--- config.mk ---
export PLATFORM = sky130hd
export DESIGN_NAME = keypad_scanner
export DESIGN_NICKNAME = d
export VERILOG_FILES = /design/src/rtl/keypad_scanner.sv
export SDC_FILE = /design/constraint.sdc
export NUM_CORES = 1
export LEC_CHECK = 0
export BUFFER_PORTS_ARGS = -buffer_cell sky130_fd_sc_hd__buf_2
export CAP_MARGIN = 10
export CORE_MARGIN = 3
export CORE_UTILIZATION = 60
export CTS_CLUSTER_DIAMETER = 150
export DETAILED_ROUTE_END_ITERATION = 16
export GPL_TIMING_DRIVEN = 0
export PLACE_DENSITY = 0.81
export SETUP_SLACK_MARGIN = 0.5
export SYNTH_ARGS = -nofsm -noshare
export SYNTH_HDL_FRONTEND = slang
export SYNTH_SLANG_ARGS = --single-unit
--- constraint.sdc ---
create_clock -name clk -period 7.2 [get_ports clk]
set_input_delay 1.44 -clock clk [delete_from_list [all_inputs] [get_ports clk]]
set_output_delay 1.44 -clock clk [all_outputs]
set_load 0.01 [all_outputs]
--- src/rtl/keypad_scanner.sv ---
// 4x4 matrix keypad scanner with frame-level debounce, hex key encoding and a 32-bit digit register.
// Optional auto-repeat of a held key is enabled by defining KEYPAD_REPEAT_EN.
module keypad_scanner #(
  parameter int SCAN_DIV       = 5000,
  parameter int DEBOUNCE_SCANS = 4,
  parameter int REPEAT_DELAY   = 32,
  parameter int REPEAT_RATE    = 8
) (
  input  logic        clk,
  input  logic        reset_n,
  input  logic [3:0]  col_n,
  input  logic        clear,
  output logic [3:0]  row_n,
  output logic        key_valid,
  output logic [3:0]  key_code,
  output logic        key_held,
  output logic [31:0] digits
);

  localparam int SLOT_W = $clog2(SCAN_DIV);
  localparam int STAB_W = $clog2(DEBOUNCE_SCANS + 1);
  localparam logic [SLOT_W-1:0] SLOT_LAST = SLOT_W'(SCAN_DIV - 1);
  localparam logic [STAB_W-1:0] STAB_MAX  = STAB_W'(DEBOUNCE_SCANS);

  typedef enum logic [1:0] {RES_NONE = 2'd0, RES_KEY = 2'd1, RES_MULTI = 2'd2} frame_res_t;
  typedef enum logic {ST_IDLE = 1'b0, ST_PRESSED = 1'b1} state_t;

  function automatic logic [2:0] count_low(input logic [3:0] v);
    count_low = {2'b00, v[0]} + {2'b00, v[1]} + {2'b00, v[2]} + {2'b00, v[3]};
  endfunction

  function automatic logic [1:0] low_index(input logic [3:0] v);
    if (v[0])      low_index = 2'd0;
    else if (v[1]) low_index = 2'd1;
    else if (v[2]) low_index = 2'd2;
    else           low_index = 2'd3;
  endfunction

  logic [3:0]        col_meta_r, col_sync_r;
  logic [SLOT_W-1:0] slot_cnt_r;
  logic [1:0]        row_idx_r;
  logic [3:0]        row_n_r;
  logic [1:0]        acc_cnt_r;
  logic [3:0]        acc_code_r;
  frame_res_t        prev_kind_r, frame_kind_s;
  logic [3:0]        prev_code_r, frame_code_s;
  logic [STAB_W-1:0] stab_r, stab_next_s;
  state_t            state_r, state_next_s;
  logic              key_valid_r, key_held_r;
  logic [3:0]        key_code_r;
  logic [31:0]       digits_r;

  logic              slot_last_s, frame_tick_s, same_s, debounced_s;
  logic              press_s, rep_fire_s, emit_s;
  logic [3:0]        col_low_s, row_code_s;
  logic [2:0]        row_pop_s, acc_sum_s;
  logic [1:0]        acc_sat_s;

  // Two-flop synchronizer; idles released so no phantom press follows reset.
  always_ff @(posedge clk) begin
    if (!reset_n) begin
      col_meta_r <= 4'hF;
      col_sync_r <= 4'hF;
    end else begin
      col_meta_r <= col_n;
      col_sync_r <= col_meta_r;
    end
  end

  // Slot timer and row rotation.
  always_ff @(posedge clk) begin
    if (!reset_n) begin
      slot_cnt_r <= '0;
      row_idx_r  <= 2'd0;
      row_n_r    <= 4'b1110;
    end else if (slot_last_s) begin
      slot_cnt_r <= '0;
      row_idx_r  <= row_idx_r + 2'd1;
      row_n_r    <= {row_n_r[2:0], row_n_r[3]};
    end else begin
      slot_cnt_r <= slot_cnt_r + SLOT_W'(1);
      row_idx_r  <= row_idx_r;
      row_n_r    <= row_n_r;
    end
  end

  // Per-row sample decode and whole-frame classification.
  always_comb begin
    slot_last_s  = (slot_cnt_r == SLOT_LAST);
    frame_tick_s = slot_last_s && (row_idx_r == 2'd3);
    col_low_s    = ~col_sync_r;
    row_pop_s    = count_low(col_low_s);
    row_code_s   = {row_idx_r, low_index(col_low_s)};
    acc_sum_s    = {1'b0, acc_cnt_r} + row_pop_s;
    acc_sat_s    = (acc_sum_s >= 3'd2) ? 2'd2 : acc_sum_s[1:0];
    frame_kind_s = RES_NONE;
    frame_code_s = 4'h0;
    if (acc_sat_s == 2'd0) begin
      frame_kind_s = RES_NONE;
    end else if (acc_sat_s == 2'd1) begin
      frame_kind_s = RES_KEY;
      frame_code_s = (row_pop_s == 3'd1) ? row_code_s : acc_code_r;
    end else begin
      frame_kind_s = RES_MULTI;
    end
    same_s      = (frame_kind_s == prev_kind_r) &&
                  ((frame_kind_s != RES_KEY) || (frame_code_s == prev_code_r));
    if (!same_s) begin
      stab_next_s = STAB_W'(1);
    end else if (stab_r == STAB_MAX) begin
      stab_next_s = STAB_MAX;
    end else begin
      stab_next_s = stab_r + STAB_W'(1);
    end
    debounced_s = frame_tick_s && (stab_next_s == STAB_MAX);
  end

  // Frame accumulator, restarted after every row-3 sample.
  always_ff @(posedge clk) begin
    if (!reset_n) begin
      acc_cnt_r  <= 2'd0;
      acc_code_r <= 4'h0;
    end else if (frame_tick_s) begin
      acc_cnt_r  <= 2'd0;
      acc_code_r <= 4'h0;
    end else if (slot_last_s) begin
      acc_cnt_r  <= acc_sat_s;
      acc_code_r <= (row_pop_s == 3'd1) ? row_code_s : acc_code_r;
    end else begin
      acc_cnt_r  <= acc_cnt_r;
      acc_code_r <= acc_code_r;
    end
  end

  // Stability counter against the previous frame result.
  always_ff @(posedge clk) begin
    if (!reset_n) begin
      prev_kind_r <= RES_NONE;
      prev_code_r <= 4'h0;
      stab_r      <= '0;
    end else if (frame_tick_s) begin
      prev_kind_r <= frame_kind_s;
      prev_code_r <= frame_code_s;
      stab_r      <= stab_next_s;
    end else begin
      prev_kind_r <= prev_kind_r;
      prev_code_r <= prev_code_r;
      stab_r      <= stab_r;
    end
  end

  // Press/release FSM next state; a new key is only accepted from IDLE.
  always_comb begin
    state_next_s = state_r;
    press_s      = 1'b0;
    case (state_r)
      ST_IDLE: begin
        if (debounced_s && (frame_kind_s == RES_KEY)) begin
          state_next_s = ST_PRESSED;
          press_s      = 1'b1;
        end else begin
          state_next_s = ST_IDLE;
        end
      end
      ST_PRESSED: begin
        if (debounced_s && (frame_kind_s == RES_NONE)) begin
          state_next_s = ST_IDLE;
        end else begin
          state_next_s = ST_PRESSED;
        end
      end
      default: state_next_s = ST_IDLE;
    endcase
  end

`ifdef KEYPAD_REPEAT_EN
  localparam int REP_MAX = (REPEAT_DELAY > REPEAT_RATE) ? REPEAT_DELAY : REPEAT_RATE;
  localparam int REP_W   = $clog2(REP_MAX + 1);
  localparam logic [REP_W-1:0] REP_DELAY_C = REP_W'(REPEAT_DELAY);
  localparam logic [REP_W-1:0] REP_RATE_C  = REP_W'(REPEAT_RATE);

  logic [REP_W-1:0] rep_cnt_r, rep_inc_s;
  logic             rep_first_r, rep_same_s;

  // Repeat decision: first repeat after REPEAT_DELAY frames, then every REPEAT_RATE.
  always_comb begin
    rep_inc_s  = rep_cnt_r + REP_W'(1);
    rep_same_s = debounced_s && (state_r == ST_PRESSED) &&
                 (frame_kind_s == RES_KEY) && (frame_code_s == key_code_r);
    if (!rep_same_s) begin
      rep_fire_s = 1'b0;
    end else if (rep_first_r) begin
      rep_fire_s = (rep_inc_s == REP_DELAY_C);
    end else begin
      rep_fire_s = (rep_inc_s == REP_RATE_C);
    end
  end

  // Repeat frame counter; any frame other than the debounced held key restarts the delay.
  always_ff @(posedge clk) begin
    if (!reset_n) begin
      rep_cnt_r   <= '0;
      rep_first_r <= 1'b1;
    end else if (press_s) begin
      rep_cnt_r   <= '0;
      rep_first_r <= 1'b1;
    end else if (frame_tick_s) begin
      if (rep_fire_s) begin
        rep_cnt_r   <= '0;
        rep_first_r <= 1'b0;
      end else if (rep_same_s) begin
        rep_cnt_r   <= rep_inc_s;
        rep_first_r <= rep_first_r;
      end else begin
        rep_cnt_r   <= '0;
        rep_first_r <= 1'b1;
      end
    end else begin
      rep_cnt_r   <= rep_cnt_r;
      rep_first_r <= rep_first_r;
    end
  end
`else
  logic [63:0] unused_repeat_cfg;
  assign unused_repeat_cfg = {REPEAT_DELAY, REPEAT_RATE};
  assign rep_fire_s = 1'b0;
`endif

  assign emit_s = press_s | rep_fire_s;

  // FSM state and key outputs.
  always_ff @(posedge clk) begin
    if (!reset_n) begin
      state_r     <= ST_IDLE;
      key_valid_r <= 1'b0;
      key_code_r  <= 4'h0;
      key_held_r  <= 1'b0;
    end else begin
      state_r     <= state_next_s;
      key_valid_r <= emit_s;
      key_code_r  <= press_s ? frame_code_s : key_code_r;
      key_held_r  <= (state_next_s == ST_PRESSED);
    end
  end

  // Digit shift register; clear wins over a simultaneous shift.
  always_ff @(posedge clk) begin
    if (!reset_n) begin
      digits_r <= 32'h0;
    end else if (clear) begin
      digits_r <= 32'h0;
    end else if (key_valid_r) begin
      digits_r <= {digits_r[27:0], key_code_r};
    end else begin
      digits_r <= digits_r;
    end
  end

  assign row_n     = row_n_r;
  assign key_valid = key_valid_r;
  assign key_code  = key_code_r;
  assign key_held  = key_held_r;
  assign digits    = digits_r;

endmodule

# Word-level counts from Yosys, hierarchy flattened
# Index checks and enable logic that the tools add are counted.
# totals
ram_bits	0
memories	0
elab_cells	61
out_inout_bits	42
romBits	0
latchBits	0
ff_bits	80
# op_classes
mux	15
magnitude_cmp	1
multipliers	0
addsub	7
n_reduce_logical	11
eq_ne	10
div_mod_pow	0
n_bitwise	3
shifts	0
# ops
operator	n
adder 13 x 1 -> 13 bit (second input constant)	1
== test 13 bit (second input constant)	1
two-way mux 4 bit	3
two-way mux 2 bit	5
== test 3 bit (second input constant)	2
two-way mux 3 bit	2
OR reduction 2 bit	3
logical AND 1 bit	5
== test 2 x 1 -> 1 bit (second input constant)	2
== test 4 bit	1
logical NOT 2 bit	2
two-way mux 1 bit	4
inverter 4 bit	1
adder 2 x 1 -> 3 bit	1
adder 2 x 3 -> 3 bit	1
adder 3 x 1 -> 3 bit	1
adder 3 x 1 -> 3 bit (second input constant)	1
== test 3 x 1 -> 1 bit (second input constant)	1
>= comparator 3 x 2 -> 1 bit (second input constant)	1
adder 1 x 1 -> 2 bit	1
adder 2 x 1 -> 2 bit (second input constant)	1
== test 2 bit	1
== test 2 bit (second input constant)	1
!= test 2 x 1 -> 1 bit (second input constant)	1
other kinds (3)	4

# Depth between registers and ports, before layout
# logic_depth
word_depth	19
mapped_depth	12
depth_no_buf	11

# Least setup slack after synthesis
# OpenSTA, ideal clock, no wires.
# synth_timing
path_type	reg2reg
startpoint	register col_sync_r[0]
endpoint	register stab_r[0]
path_stages_with_launch	13
t_required_ns	7.078
setup_slack_ns	3.503
arrival_time_ns	3.575
setup_time_ns	0.122
n_path_buf	1
path_cell_list	dfxtp_1 -> inv_1 -> fa_1 -> ha_1 -> ha_1 -> fa_1 -> xor2_1 -> or3b_1 -> buf_6 -> or4b_4 -> nor4_4 -> a21oi_1 -> o311a_1
# synth_via
elab_chain_len	14
# synth_lines
item	line_no	text
start: declaration	39	logic [3:0] col_meta_r, col_sync_r;
start signal: assignment	66	col_sync_r <= col_meta_r;
inverter 4 bit (*)	91	col_low_s = ~col_sync_r;
adder 1 x 1 -> 2 bit	29	count_low = {2'b00, v[0]} + {2'b00, v[1]} + {2'b00, v[2]} + {2'b00, v[3]};
adder 2 x 1 -> 3 bit	29	
adder 3 x 1 -> 3 bit	29	
adder 2 x 3 -> 3 bit	94	acc_sum_s = {1'b0, acc_cnt_r} + row_pop_s;
>= comparator 3 x 2 -> 1 bit	95	acc_sat_s = (acc_sum_s >= 3'd2) ? 2'd2 : acc_sum_s[1:0];
two-way mux 2 bit	95	
== test 2 x 1 -> 1 bit	100	end else if (acc_sat_s == 2'd1) begin
two-way mux 4 bit or two-way mux 2 bit (tied branches)	100	
two-way mux 4 bit or two-way mux 2 bit (tied branches)	98	if (acc_sat_s == 2'd0) begin
== test 4 bit or != test 2 x 1 -> 1 bit (tied branches)	107	((frame_kind_s != RES_KEY) || (frame_code_s == prev_code_r));
logical OR 1 bit	107	
logical AND 1 bit (*)	106	same_s = (frame_kind_s == prev_kind_r) &&
two-way mux 3 bit (*)	108	if (!same_s) begin
end signal: assignment	144	stab_r <= stab_next_s;
end signal: assignment	148	stab_r <= stab_r;
end: declaration	47	logic [STAB_W-1:0] stab_r, stab_next_s;
# Every way passes the cells marked *; elsewhere a longest branch is shown, timed or not.
# A chain may end at the register's enable or synchronous reset.

# Worst setup path in the final report
# layout_timing
startpoint	register col_sync_r[0]
endpoint	register stab_r[1]
# Same word-level chain as after synthesis.

==> tab_implementation.tex <==
\begin{tabular}{lr}
\hline
Metric & Value \\
\hline
\multicolumn{2}{l}{\textbf{Run status}} \\
\quad Status & complete, no violations \\
\multicolumn{2}{l}{\textbf{Synthesis}} \\
\quad Area fraction in and, or, nand and nor cells after synthesis & 21.8\% \\
\quad Top-area cell type share of the netlist area & a little under half \\
\quad Unique masters post-synth & 47 \\
\quad Cells after synthesis & 352 \\
\quad Synthesized-area fraction occupied by ao, oa, aoi and oai cells & 5.80\% \\
\quad Synthesized area per cell & 9.50 um\^{}2 \\
\quad Post-synthesis sequential area ratio & 47.9\% \\
\quad Most area-consuming cells after synthesis & sky130\_fd\_sc\_hd\_\_dfxtp\_1, sky130\_fd\_sc\_hd\_\_mux2i\_1, sky130\_fd\_sc\_hd\_\_nor2\_1 \\
\quad Leading area contributor after synthesis & sky130\_fd\_sc\_hd\_\_dfxtp\_1 \\
\quad Largest family of logic cells by synthesized area & simple AND/OR/NAND/NOR gates \\
\quad Warnings, synthesis & 0 \\
\quad Post-Syn Area & 3340 um\^{}2 \\
\quad Synthesized net count & 369 \\
\quad Share of cell area taken by muxes after synthesis & 13.8\% \\
\quad Area share of xor/xnor cells in the synthesized design & 3.41\% \\
\quad Synth Area in Adders & 4.19\% \\
\quad Number of synthesized register bits & 80 \\
\multicolumn{2}{l}{\textbf{Power and ir drop}} \\
\quad Areal power density over the cells & about 210 nW/um\^{}2 \\
\quad Worst IR drop on VDD & between 0.0001 and 0.00015 V \\
\quad Static power due to leakage & 1.65 nW \\
\multicolumn{2}{l}{\textbf{Clock tree}} \\
\quad Total of hold buffers inserted after clock tree synthesis & 0 \\
\quad Count of H-tree levels built during CTS & 3 \\
\quad Post-CTS Resized & 0 \\
\quad Latest clock arrival within the worst-skew pair & 0.35 ns \\
\quad Number of buffers created by CTS & 9 \\
\quad Post-CTS Setup Repair Bufs & 0 \\
\quad Clock Tree Root & sky130\_fd\_sc\_hd\_\_clkbuf\_8 \\
\quad Clock tree from TritonCTS & yes \\
\quad Clock sink count & 80 \\
\quad Clock Pin Slew Worst Setup and Hold Paths & around 0.08 ns \\
\quad Max clock buf depth & 2 \\
\multicolumn{2}{l}{\textbf{Timing}} \\
\quad Number of pins exceeding their max-slew limit in the final report & 0 \\
\quad Hold Violations, Final & 0 \\
\quad Actual transition at the worst max-transition pin & between 0.6 and 0.7 ns \\
\quad Final-report setup violation count & 0 \\
\quad Post-Route Skew & roughly 0.010 ns \\
\quad Max transition margin & 54.2\% \\
\quad Post-route fraction of the period consumed by the critical path & between 50\% and 60\% \\
\quad Unrepaired setup endpoints after global routing & false \\
\quad Worst hold-check slack & between 0.4 and 0.5 ns \\
\quad Max frequency & 253 MHz \\
\quad Minimum clock period & 3.95 ns \\
\quad Summed negative setup slack over all endpoints & 0 ns \\
\multicolumn{2}{l}{\textbf{Detailed routing}} \\
\quad Vias & 2,643 \\
\quad First DRT Iteration DRCs & 86 \\
\quad Count of unresolved DRC violations after routing & 0 \\
\quad Vias per cell & 5.44 \\
\quad Aggregate routed wire length & 6.69 mm \\
\quad Detailed-route wire length per cell & 13.8 um \\
\quad Remaining number of nets flagged by the antenna check after routing & 0 \\
\quad Drt pass-1 iters & 4 \\
\multicolumn{2}{l}{\textbf{Layout}} \\
\quad Share of layout cells above drive strength 1 & between 10\% and 20\% \\
\quad Sequential cell area in the final layout & roughly 1600 um\^{}2 \\
\quad Number of antenna cells inserted & 0 \\
\quad Number of fillers in the final layout & 397 \\
\quad Final net count & 428 \\
\quad Final design area excluding fillers & 3870 um\^{}2 \\
\quad Area taken by multi-input logic gates & 1640 um\^{}2 \\
\quad Relative area change from synthesis to final layout & 15.8\% \\
\quad Final instance count without filler cells & 486 \\
\multicolumn{2}{l}{\textbf{Critical path}} \\
\quad WP data arrival & 4.20 ns \\
\quad Crit Path Category & flop to flop \\
\quad Endpoint kind of the worst setup timing path & flop \\
\quad Max Fanout on Critical Path & 9 \\
\quad Crit path required time & 7.45 ns \\
\quad Worst setup SP type & flop \\
\multicolumn{2}{l}{\textbf{Floorplan}} \\
\quad Starting density of the core & 63.8\% \\
\quad Die extent in y & 80.6 um \\
\quad Area of the die & 6500 um\^{}2 \\
\quad Die Wd & 80.6 um \\
\quad Floorplan Core Area & 5240 um\^{}2 \\
\quad Floorplan row count & 26 \\
\quad Num ports & 49 \\
\multicolumn{2}{l}{\textbf{Global routing}} \\
\quad First-pass GRT wire length & 11.3 mm \\
\quad Global routing usage summed across all routing layers & a little under a quarter \\
\quad Vias in the first global route & $\sim$2,500 \\
\quad Maximum number of pins on one net before global-route repair & 14 \\
\quad Initial antenna violation count & 0 \\
\quad GRT Residual Overflow & 0 \\
\multicolumn{2}{l}{\textbf{Placement}} \\
\quad Dpl cells & 470 \\
\quad HPWL after detailed placement & 5.00 mm \\
\quad Instance area after placement & 3670 um\^{}2 \\
\quad Global placer's final weighted congestion & around 0.84 \\
\quad PortBufs & 48 \\
\multicolumn{2}{l}{\textbf{Run}} \\
\quad Maximum Capacitance Violations & 0 \\
\multicolumn{2}{l}{\textbf{Hold path}} \\
\quad HP Class & flop to flop \\
\hline
\end{tabular}
==> through the flow <==
step | util, % | setup WS [ns] | power (mW)
floorplan | - | 3.50 | 0.491
detailed placement | 70.1 | 3.30 | 0.502
global route | 73.9 | 3.04 | 0.849
global placement | 70.1 | 3.34 | 0.501
CTS | 73.9 | 3.24 | 0.825
finish | 73.9 | 3.25 | 0.817
==> logic make-up (layout without fill, tap and decap cells) <==
logic type      after synthesis  after routing
compound gates               29             29
xor+xnor                     13             13
fa+ha+maj                    10             10
buf+inv                      26             90
flops                        80             80
mux                          46             46
simple gates                148            148
==> cell usage after synthesis, drive strengths merged <==
| master | count |
|---|---|
| and2 | 1 |
| nand4 | 2 |
| a21o | 2 |
| or2 | 2 |
| nor3 | 15 |
| fa | 2 |
| o21a | 1 |
| o211ai | 1 |
| nand2b | 14 |
| a221oi | 1 |
| or3 | 1 |
| nor2 | 70 |
| xor2 | 9 |
| nand2 | 19 |
| clkinv | 1 |
| dfxtp | 80 |
| or3b | 2 |
| or4b | 1 |
| a311oi | 1 |
| o21ai | 1 |
| mux2i | 46 |
| a21oi | 15 |
| inv | 10 |
| a2111oi | 1 |
| nor2b | 3 |
| a211oi | 2 |
| nor4b | 1 |
| nand3 | 6 |
| o311a | 1 |
| nand4b | 2 |
| a31oi | 1 |
| nor3b | 2 |
| o41ai | 1 |
| ha | 8 |
| buf | 6 |
| clkbuf | 9 |
| xnor2 | 4 |
| o22ai | 1 |
| and3 | 4 |
| nor4 | 2 |
| or4 | 1 |
==> routing by layer <==
| layer | track usage [%] | up-vias | routed length (um) |
|---|---|---|---|
| li1 | - | 1310 | - |
| met1 | 27.9 | 1236 | 2930 |
| met2 | 36.9 | 78 | 3150 |
| met5 | 0 | - | 0 |
| met4 | 13.0 | 0 | 200 |
| met3 | 4.37 | 19 | 413 |
==> state kept, by name (all words and copies together) (netlist names) <==
name,flops
key_valid,1
col_meta_r,4
key_code,4
row_idx_r,2
acc_cnt_r,2
slot_cnt_r,13
key_held,1
prev_kind_r,2
digits,32
stab_r,3
acc_code_r,4
prev_code_r,4
row_n,4
col_sync_r,4
==> worst max-delay path, cell delays in order (launching register included) <==
cell and delay (ns):
sky130_fd_sc_hd__dfxtp_1 0.37, sky130_fd_sc_hd__inv_1 0.07, sky130_fd_sc_hd__fa_1 0.48, sky130_fd_sc_hd__ha_1 0.20, sky130_fd_sc_hd__ha_1 0.33, sky130_fd_sc_hd__fa_1 0.43
sky130_fd_sc_hd__xor2_1 0.16, sky130_fd_sc_hd__or3b_1 0.37, sky130_fd_sc_hd__buf_6 0.15, sky130_fd_sc_hd__or4b_4 0.49, sky130_fd_sc_hd__nor4_4 0.29, sky130_fd_sc_hd__a211oi_2 0.16
sky130_fd_sc_hd__a2111oi_2 0.35
==> worst paths after layout <==
path | startpoint | endpoint | slack, ns | cells after the start
worst max-delay path | col_sync_r[0]$_SDFF_PN1_ | stab_r[1]$_SDFFE_PN0P_ | 3.25 | 12
worst min-delay path | col_meta_r[1]$_SDFF_PN1_ | col_sync_r[1]$_SDFF_PN1_ | 0.41 | 1
worst max register to register | col_sync_r[0]$_SDFF_PN1_ | stab_r[1]$_SDFFE_PN0P_ | 3.25 | 12
worst min register to register | col_meta_r[1]$_SDFF_PN1_ | col_sync_r[1]$_SDFF_PN1_ | 0.41 | 1
==> cell type report <==
class	instances	share of cell area (%)
multi-input cells	246	42.3
inverters	11	1.07
flip-flops and latches	80	41.4
clock buffers	12	3.75
repair buffers	48	6.21
well taps	70	2.26
clock inverters	4	1.39
plain buffers	15	1.65
==> cells in the final DEF, fill, tap and decap left out, drive strengths merged, types with 2 or more instances in the layout <==
cell type,n
nor2b,3
nand2,19
nor3,15
clkinvlp,2
nand4b,2
nor4,2
or3b,2
nor2,70
ha,8
clkinv,2
or2,2
inv,10
a211oi,2
and3,4
a21o,2
fa,2
buf,54
a21oi,15
dfxtp,80
nand3,6
nand4,2
nor3b,2
nand2b,14
mux2i,46
clkbuf,21
xor2,9
xnor2,4
==> report_power, final <==
group | switching (mW) | total, mW | internal (mW) | leakage (nW)
Clock | 0.154 | 0.325 | 0.170 | 0.0928
Combinational | 0.0283 | 0.0448 | 0.0165 | 0.914
Sequential | 0.00180 | 0.447 | 0.446 | 0.647
Total | 0.185 | 0.817 | 0.632 | 1.65
Power figures use the tool's default switching activity.
